## config.mk

```make
export PLATFORM = sky130hd
export DESIGN_NAME = pipe_divider
export DESIGN_NICKNAME = d
export VERILOG_FILES = /design/src/rtl/pipe_div_pkg.sv /design/src/rtl/pipe_div_stage.sv /design/src/rtl/pipe_divider.sv
export SDC_FILE = /design/constraint.sdc
export NUM_CORES = 1
export LEC_CHECK = 0
export ABC_CLOCK_PERIOD_IN_PS = 4300
export BUFFER_PORTS_ARGS = -buffer_cell sky130_fd_sc_hd__buf_2
export CAP_MARGIN = 40
export CORE_ASPECT_RATIO = 1.75
export CORE_UTILIZATION = 35
export CTS_BUF_LIST = sky130_fd_sc_hd__clkbuf_4 sky130_fd_sc_hd__clkbuf_8
export DETAILED_ROUTE_END_ITERATION = 8
export SYNTH_ARGS = -nofsm -noshare
export SYNTH_HDL_FRONTEND = slang
export SYNTH_SLANG_ARGS = --single-unit
```

## constraint.sdc

```tcl
create_clock -name clk -period 4.3 [get_ports clk]
set_input_delay 0.43 -clock clk [delete_from_list [all_inputs] [get_ports clk]]
set_output_delay 0.43 -clock clk [all_outputs]
set_load 0.01 [all_outputs]
```

## src/rtl/pipe_div_pkg.sv

```systemverilog
// Shared constants and the single restoring-division step used by every
// pipe_divider stage.
package pipe_div_pkg;

  localparam int PIPE_DIV_DW   = 16;
  localparam int PIPE_DIV_VW   = 8;
  localparam int PIPE_DIV_TW   = 4;
  // Step operands are zero-extended to this width so one function serves any VW < 64.
  localparam int PIPE_DIV_MAXW = 64;

  typedef logic [PIPE_DIV_MAXW-1:0] pipe_div_word_t;

  // Returns {q, r'}: shifts dbit into r and subtracts divisor when it fits.
  function automatic logic [PIPE_DIV_MAXW:0] pipe_div_step(
    input pipe_div_word_t r,
    input logic           dbit,
    input pipe_div_word_t divisor
  );
    logic [PIPE_DIV_MAXW:0] t;
    t = {r, dbit};
    if (t >= {1'b0, divisor}) begin
      return {1'b1, t[PIPE_DIV_MAXW-1:0] - divisor};
    end
    return {1'b0, t[PIPE_DIV_MAXW-1:0]};
  endfunction

endpackage

```

## src/rtl/pipe_div_stage.sv

```systemverilog
// One pipe_divider stage: resolves quotient bit DW-1-IDX and registers the
// operation state; all stages advance together on adv.
module pipe_div_stage
  import pipe_div_pkg::*;
#(
  parameter int DW      = PIPE_DIV_DW,
  parameter int VW      = PIPE_DIV_VW,
  parameter int TW      = PIPE_DIV_TW,
  parameter int IDX     = 0,
  parameter bit STORE_R = 1'b1
) (
  input  logic          clk,
  input  logic          rst_n,
  input  logic          adv,
  input  logic          in_valid,
  input  logic [VW-1:0] in_r,
  input  logic [DW-1:0] in_dividend,
  input  logic [VW-1:0] in_divisor,
  input  logic [DW-1:0] in_quot,
  input  logic          in_div0,
  input  logic [TW-1:0] in_tag,
  output logic          out_valid,
  output logic [VW-1:0] out_r,
  output logic [DW-1:0] out_dividend,
  output logic [VW-1:0] out_divisor,
  output logic [DW-1:0] out_quot,
  output logic          out_div0,
  output logic [TW-1:0] out_tag
);

  localparam int BIT = DW - 1 - IDX;

  logic [PIPE_DIV_MAXW:0] step;
  logic                   q_bit;
  logic [VW-1:0]          r_next;

  logic          valid_q,    valid_d;
  logic [DW-1:0] dividend_q, dividend_d;
  logic [VW-1:0] divisor_q,  divisor_d;
  logic [DW-1:0] quot_q,     quot_d;
  logic          div0_q,     div0_d;
  logic [TW-1:0] tag_q,      tag_d;

  // A zero divisor always compares true, so r' is t truncated to VW bits.
  always_comb begin
    step   = pipe_div_step(pipe_div_word_t'(in_r), in_dividend[BIT],
                           pipe_div_word_t'(in_divisor));
    q_bit  = step[PIPE_DIV_MAXW];
    r_next = step[VW-1:0];
  end

  // NOTE: every variable gets its hold value first, so no path leaves it
  // unassigned and no latch is inferred.
  always_comb begin
    valid_d    = valid_q;
    dividend_d = dividend_q;
    divisor_d  = divisor_q;
    quot_d     = quot_q;
    div0_d     = div0_q;
    tag_d      = tag_q;
    if (adv) begin
      valid_d     = in_valid;
      dividend_d  = in_dividend;
      divisor_d   = in_divisor;
      quot_d      = in_quot;
      quot_d[BIT] = q_bit;
      div0_d      = in_div0;
      tag_d       = in_tag;
    end
  end

  // NOTE: state registers use non-blocking assignments so every stage
  // samples its neighbour's pre-edge value.
  always_ff @(posedge clk or negedge rst_n) begin
    if (!rst_n) begin
      valid_q    <= 1'b0;
      dividend_q <= '0;
      divisor_q  <= '0;
      quot_q     <= '0;
      div0_q     <= 1'b0;
      tag_q      <= '0;
    end else begin
      valid_q    <= valid_d;
      dividend_q <= dividend_d;
      divisor_q  <= divisor_d;
      quot_q     <= quot_d;
      div0_q     <= div0_d;
      tag_q      <= tag_d;
    end
  end

  generate
    if (STORE_R) begin : g_r
      logic [VW-1:0] r_q, r_d;

      always_comb begin
        r_d = r_q;
        if (adv) r_d = r_next;
      end

      always_ff @(posedge clk or negedge rst_n) begin
        if (!rst_n) r_q <= '0;
        else        r_q <= r_d;
      end

      assign out_r = r_q;
    end else begin : g_no_r
      assign out_r = '0;
    end
  endgenerate

  assign out_valid    = valid_q;
  assign out_dividend = dividend_q;
  assign out_divisor  = divisor_q;
  assign out_quot     = quot_q;
  assign out_div0     = div0_q;
  assign out_tag      = tag_q;

endmodule

```

## src/rtl/pipe_divider.sv

```systemverilog
// Fully pipelined unsigned restoring divider, one quotient bit per stage.
// Define PIPE_DIV_REM_EN to add the out_remainder port.
module pipe_divider
  import pipe_div_pkg::*;
#(
  parameter int DW = PIPE_DIV_DW,
  parameter int VW = PIPE_DIV_VW,
  parameter int TW = PIPE_DIV_TW
) (
  input  logic          clk,
  input  logic          rst_n,
  input  logic          in_valid,
  output logic          in_ready,
  input  logic [DW-1:0] in_dividend,
  input  logic [VW-1:0] in_divisor,
  input  logic [TW-1:0] in_tag,
  output logic          out_valid,
  input  logic          out_ready,
  output logic [DW-1:0] out_quotient,
`ifdef PIPE_DIV_REM_EN
  output logic [VW-1:0] out_remainder,
`endif
  output logic          out_div0,
  output logic [TW-1:0] out_tag
);

  // Index 0 is the operand interface; index k+1 is the register set of stage k.
  logic [DW:0]   vld;
  logic [VW-1:0] rem [DW+1];
  logic [DW-1:0] dvd [DW+1];
  logic [VW-1:0] dvs [DW+1];
  logic [DW-1:0] quo [DW+1];
  logic [DW:0]   dz;
  logic [TW-1:0] tag [DW+1];
  logic          adv;

  // The whole pipe freezes while a result waits, so in_ready follows out_ready.
  assign adv      = !vld[DW] || out_ready;
  assign in_ready = adv;

  assign vld[0] = in_valid;
  assign rem[0] = '0;
  assign dvd[0] = in_dividend;
  assign dvs[0] = in_divisor;
  assign quo[0] = '0;
  assign dz[0]  = (in_divisor == '0);
  assign tag[0] = in_tag;

  generate
    for (genvar k = 0; k < DW; k++) begin : g_stage
`ifdef PIPE_DIV_REM_EN
      localparam bit STORE_R = 1'b1;
`else
      localparam bit STORE_R = (k != DW - 1);
`endif
      pipe_div_stage #(
        .DW      (DW),
        .VW      (VW),
        .TW      (TW),
        .IDX     (k),
        .STORE_R (STORE_R)
      ) u_stage (
        .clk          (clk),
        .rst_n        (rst_n),
        .adv          (adv),
        .in_valid     (vld[k]),
        .in_r         (rem[k]),
        .in_dividend  (dvd[k]),
        .in_divisor   (dvs[k]),
        .in_quot      (quo[k]),
        .in_div0      (dz[k]),
        .in_tag       (tag[k]),
        .out_valid    (vld[k+1]),
        .out_r        (rem[k+1]),
        .out_dividend (dvd[k+1]),
        .out_divisor  (dvs[k+1]),
        .out_quot     (quo[k+1]),
        .out_div0     (dz[k+1]),
        .out_tag      (tag[k+1])
      );
    end
  endgenerate

  assign out_valid    = vld[DW];
  assign out_quotient = quo[DW];
`ifdef PIPE_DIV_REM_EN
  assign out_remainder = rem[DW];
`endif
  assign out_div0     = dz[DW];
  assign out_tag      = tag[DW];

endmodule

```

# Word level (Yosys, flattened, before mapping)
# Index checks and enable logic that the tools add are counted.
totals:
  register_bits: 592
  latchBits: 0
  ram_bits: 0
  romBits: 0
  input_bits: 32
  output_inout_bits: 23
  wordCells: 192
  memories: 0
op_classes:
  addsub: 16
  multipliers: 0
  div_mod_pow: 0
  magnitude_cmp: 16
  eq_ne: 0
  shift: 0
  mux: 48
  bitwise: 0
  reduce_logical: 3
ops:
  columns: ["op", "count"]
  rows:
  - ["65-bit two-way mux", 32]
  - ["9-bit by 8-bit subtractor with 10-bit output", 15]
  - ["9-bit by 8-bit greater-or-equal comparator with 1-bit output", 15]
  - ["1-bit two-way mux", 16]
  - ["1-bit by 8-bit subtractor with 9-bit output", 1]
  - ["1-bit by 8-bit greater-or-equal comparator with 1-bit output", 1]
  - ["8-bit logical NOT", 1]
  - ["1-bit logical NOT", 1]
  - ["1-bit logical OR", 1]

# Depth between registers and ports, before layout
depth:
  ltp_word: 3
  ltp_mapped: 11

# Hierarchy
# Synthesis repeated with hierarchy kept, for this count alone.
unflattened:
  hier_cells: 3074
  hier_area_um2: 39701.8
by_module_without_submodules:
  columns: ["module", "instances", "cells_per_inst", "area_each_um2", "seq_area_each_um2"]
  rows:
  - ["pipe_div_stage (g_stage[10].u_stage ...)", 7, 197, 2494.9, 1351.3]
  - ["pipe_div_stage (g_stage[11].u_stage ...)", 4, 195, 2517.4, 1351.3]
  - ["pipe_div_stage (g_stage[13].u_stage)", 1, 194, 2514.9, 1351.3]
  - ["pipe_div_stage (g_stage[8].u_stage)", 1, 197, 2487.4, 1351.3]
  - ["pipe_div_stage (g_stage[9].u_stage)", 1, 197, 2486.1, 1351.3]
  - ["pipe_div_stage (g_stage[0].u_stage)", 1, 189, 2482.4, 1351.3]
  - ["pipe_div_stage (g_stage[15].u_stage)", 1, 133, 2168.3, 1151.1]
  - ["pipe_divider", 1, 5, 28.8, 0.0]

# Worst setup path after synthesis
# No wires, ideal clock.
synth_path:
  path_kind: "reg-to-reg"
  from: "register g_stage[0].u_stage.dividend_q[14]"
  to: "register g_stage[1].u_stage.g_r.r_q[0]"
  setup_time_ps: 77
  arrival_time_ps: 2434
  t_required_ps: 4223
  path_slack_ps: 1788
  path_stages_with_launch: 11
  synth_period_minus_slack_ps: 2512
  path_cell_list: "dfrtp_1 inv_1 ha_1 inv_1 fa_1 a211oi_1 nor2_1 o31a_1 a21oi_2 mux2_2 a21oi_1"
synth_via:
  elab_chain_len: 3
synth_lines:
  columns: ["element", "line", "source"]
  rows:
  - ["start: declaration", "pipe_div_stage.sv:38", "logic [DW-1:0] dividend_q, dividend_d;"]
  - ["start signal: assignment", "pipe_div_stage.sv:84", "dividend_q <= dividend_d;"]
  - ["9-bit by 8-bit subtractor with 10-bit output or 9-bit by 8-bit greater-or-equal comparator with 1-bit output (tied branches)", "pipe_div_pkg.sv:22, pipe_div_pkg.sv:21", null]
  - ["65-bit two-way mux or 1-bit two-way mux (tied branches)", "pipe_div_pkg.sv:21", "if (t >= {1'b0, divisor}) begin"]
  - ["65-bit two-way mux (*)", "pipe_div_pkg.sv:24", "return {1'b0, t[PIPE_DIV_MAXW-1:0]};"]
  - ["end signal: assignment", "pipe_div_stage.sv:103", "else r_q <= r_d;"]
  - ["end: declaration", "pipe_div_stage.sv:94", "logic [VW-1:0] r_q, r_d;"]
# Mark *: on every way between the ends. The rest lies on a longest branch, timed or not. The select of a mux whose other input is x is not followed.
# A chain may end at the register's enable or synchronous reset.

# Worst setup path after layout
layout_path:
  from: "register g_stage[13].u_stage.dividend_q[1]"
  to: "register g_stage[14].u_stage.g_r.r_q[0]"
layout_via:
  elab_chain_len: 3
layout_lines:
  columns: ["element", "line"]
  rows:
  - ["start: declaration", "pipe_div_stage.sv:38"]
  - ["start signal: assignment", "pipe_div_stage.sv:84"]
  - ["9-bit by 8-bit subtractor with 10-bit output or 9-bit by 8-bit greater-or-equal comparator with 1-bit output (tied branches)", "pipe_div_pkg.sv:22, pipe_div_pkg.sv:21"]
  - ["65-bit two-way mux or 1-bit two-way mux (tied branches)", "pipe_div_pkg.sv:21"]
  - ["65-bit two-way mux (*)", "pipe_div_pkg.sv:24"]
  - ["end signal: assignment", "pipe_div_stage.sv:103"]
  - ["end: declaration", "pipe_div_stage.sv:94"]
# Marked as above.

==> out/metrics.yaml <==
cts_tree: "yes"
htreeDepth: 3
cts_sinks: 592
criticalPathCategory: "register to register"
avgSynthCellArea_um2: 8.88
startpoint_type: "register"
routabilityCongestion: 0.852
yosysSeqAreaShare: 0.525
power_density_nw_per_um2: 840
power.total_w: 0.0267
max_slew_margin: 0.373
grt_max_degree: 218
fin_nets: 3408
clock_path_buffers: 3
power.leakage_nw: 15.7
period_share: 0.689
grt_pass1_vias: 20900
synth_top_family_by_area: "simple AND/OR/NAND/NOR gates"
yosys.area_share.adder: 0.0641
layout_min_cycle_time_ns: 2.96
cp.arrival_ns: 3.53
yosys_warnings: 0
drt_pass1_iterations: 5
critPathMaxFanout: 9
final-setup-viol-count: 0
cts-buffers-inserted: 95
max_freq_mhz: 337
route.detailed.drc: 0
ys_types: 76
synthXorXnorAreaFrac: 0.0162
worstPathRequired_ns: 4.87
synth_simple_gate_area_frac: 0.216
area_growth_syn_to_layout_pct: 12.6
grt_overflow: 0
drt-wirelength-per-cell_um: 13.6
ant_nets: 0
cts_setup_buffers: 0
max_slew.worst_pin.slew_ns: 0.940
syn_area_um2: 28200
cts_resized: 0
postCtsHoldBufs: 27
start_util: 0.354
fin_worst_skew_ns: 0.0345
hp-class: "primary input to register"
viasPerCell: 4.76
dpl.hpwl_um: 38600
cp-end-kind: "register"
vias: 20700
syn_inst: 3176
insertion_delay_ns: 0.70
chipWidth_um: 217
antenna_found_initial: 1
pin_count: 55
synth_edf_count: 0
muxShareOfSynthArea: 0.0258
ys_ff_latch: 592
cts_root_buffer: "clkbuf_8"
design.core.area_um2: 79700
grt_first_pass_wirelength_um: 100000
rows: 137
vdd_ir_drop_max_v: 0.000873
dieArea_um2: 81700
rsz0062_at_grt: "false"
portBuffers: 54
synth.net_count: 3344
cap_viol_max_count: 0
cts.reportedPaths.clkPinSlew_ns: 0.06
ys.flop_type: "dfrtp_1"
die_h_um: 377
drt_iter0_drc: 1124
hold_viol_final: 0
async_flop_share: 1.00
track_usage: 0.148
status: "completed"
synth-compound-area-share: 0.111
setup_tns_ns: 0
maxSlewViolCount: 0
drive_gt1_frac: 0.0835
routed_wl_um: 58900
[where the power goes]
group	internal (W)	leakage [nW]	switching, W	total (W)
clock	0.00272	1.03	0.00219	0.00492
sequential	0.00802	7.34	0.00138	0.00939
combinational	0.00520	7.32	0.00716	0.0124
total	0.0159	15.7	0.0107	0.0267
[critical path, cell delays in order, from the launching register on]
cell	delay (ns)
dfrtp_1	0.36
inv_1	0.09
ha_1	0.16
inv_1	0.06
fa_1	0.44
a21oi_1	0.16
nor2_1	0.07
o311ai_0	0.64
a21o_1	0.47
mux2i_1	0.13
mux2_2	0.27
[per-layer routing]
metal	wire length, um	global-route usage	up-vias
met2	30900	0.272	282
met1	24100	0.164	9709
li1	-	-	10600
met3	1800	0.0255	154
met5	0	0	-
met4	2200	0.0715	0
[kinds of logic (layout without fill, tap and decap cells)]
group                      Yosys count  count (layout)
muxes                               72              72
DFF                                592             592
buffers and inverters              296             425
xor gates and xnor gates            52              52
adders and majority gates          136             136
AOI/OAI and AO/OA                  505             505
and+or+nand+nor                   1523            1523
other                                0               1
[cell usage in the layout, fill, tap and decap left out, types with 8 or more instances in the layout]
| cell type | instances |
|---|---|
| buf_4 | 12 |
| o31ai_1 | 19 |
| nor2_1 | 146 |
| inv_1 | 157 |
| dfrtp_1 | 592 |
| or3_1 | 8 |
| nand4_1 | 14 |
| fa_1 | 14 |
| a21oi_1 | 110 |
| mux2i_1 | 66 |
| buf_2 | 53 |
| a21o_1 | 29 |
| xor2_1 | 25 |
| a31oi_1 | 16 |
| o21a_1 | 17 |
| a211oi_1 | 24 |
| ha_1 | 122 |
| buf_12 | 12 |
| xnor2_1 | 27 |
| clkbuf_8 | 112 |
| nand2b_1 | 16 |
| nor2b_1 | 18 |
| dlygate4sd3_1 | 27 |
| o21ai_0 | 199 |
| nand3_1 | 20 |
| nor3_1 | 40 |
| nand2_1 | 1215 |
| clkinv_2 | 9 |
| clkbuf_4 | 37 |
[registers in the layout (all words and copies together) (netlist names)]
signal and cells:
g_stage.u_stage.out_div0 16, g_stage.u_stage.out_tag 64, g_stage.u_stage.out_valid 16, g_stage.u_stage.out_divisor 120
g_stage.u_stage.out_dividend 120, g_stage.u_stage.out_r 120, g_stage.u_stage.out_quot 136
[worst paths after layout]
kind	slack [ns]	depth (start not counted)	to	start
setup / recovery	1.34	10	g_stage[14].u_stage.out_r[0]	g_stage[13].u_stage.out_dividend[1]
hold / removal	0.09	3	g_stage[0].u_stage.out_divisor[1]	in_divisor[1]
setup reg to reg	1.34	10	g_stage[14].u_stage.out_r[0]	g_stage[13].u_stage.out_dividend[1]
hold reg to reg	0.46	2	g_stage[5].u_stage.out_dividend[8]	g_stage[4].u_stage.out_dividend[8]
max in group asynchronous	2.84	3	g_stage[13].u_stage.out_divisor[4]	rst_n
min in group asynchronous	0.41	2	g_stage[4].u_stage.out_divisor[4]	rst_n
[cell type report]
type	count	area, um^2
clock buffers	149	1820
flip-flops and latches	592	14800
fillers	8220	48000
clock inverters	13	98.8
repair buffers	105	881
inverters	158	601
diodes	1	2.50
multi-input cells	2288	12200
well taps	1042	1300
[per-stage QoR]
| step | utilization | cells | setup slack [ns] | hold WS, ns | instance area (um^2) |
|---|---|---|---|---|---|
| after detailed placement | 0.371 | 4158 | 1.30 | 0.448 | 29600 |
| final | 0.398 | 4348 | 1.34 | 0.0922 | 31700 |
| after global routing | 0.398 | 4348 | 1.16 | 0.0932 | 31700 |
| after CTS | 0.398 | 4347 | 1.28 | 0.0222 | 31700 |
| after floorplan | - | 3176 | 1.79 | 0.134 | 28200 |
| after global placement | 0.371 | 4157 | 1.34 | 0.445 | 29500 |
[synthesized netlist by cell type, drive strengths merged (6+ instances only)]
cell type,instances,area share
a211oi,24,0.0064
a21o,29,0.0077
a21oi,114,0.021
a31oi,18,0.0044
and3,8,0.0019
buf,18,0.0025
clkbuf,120,0.018
dfrtp,592,0.53
fa,14,0.0099
ha,122,0.054
inv,158,0.021
mux2,6,0.0024
mux2i,66,0.023
nand2,1215,0.16
nand2b,16,0.0036
nand3,20,0.0036
nand4,14,0.0031
nor2,147,0.020
nor2b,19,0.0042
nor3,40,0.0071
nor3b,6,0.0016
o211ai,7,0.0020
o21a,17,0.0045
o21ai,203,0.036
o31a,7,0.0022
o31ai,19,0.0051
or3,8,0.0018
xnor2,27,0.0084
xor2,25,0.0078
Power figures use the tool's default switching activity.
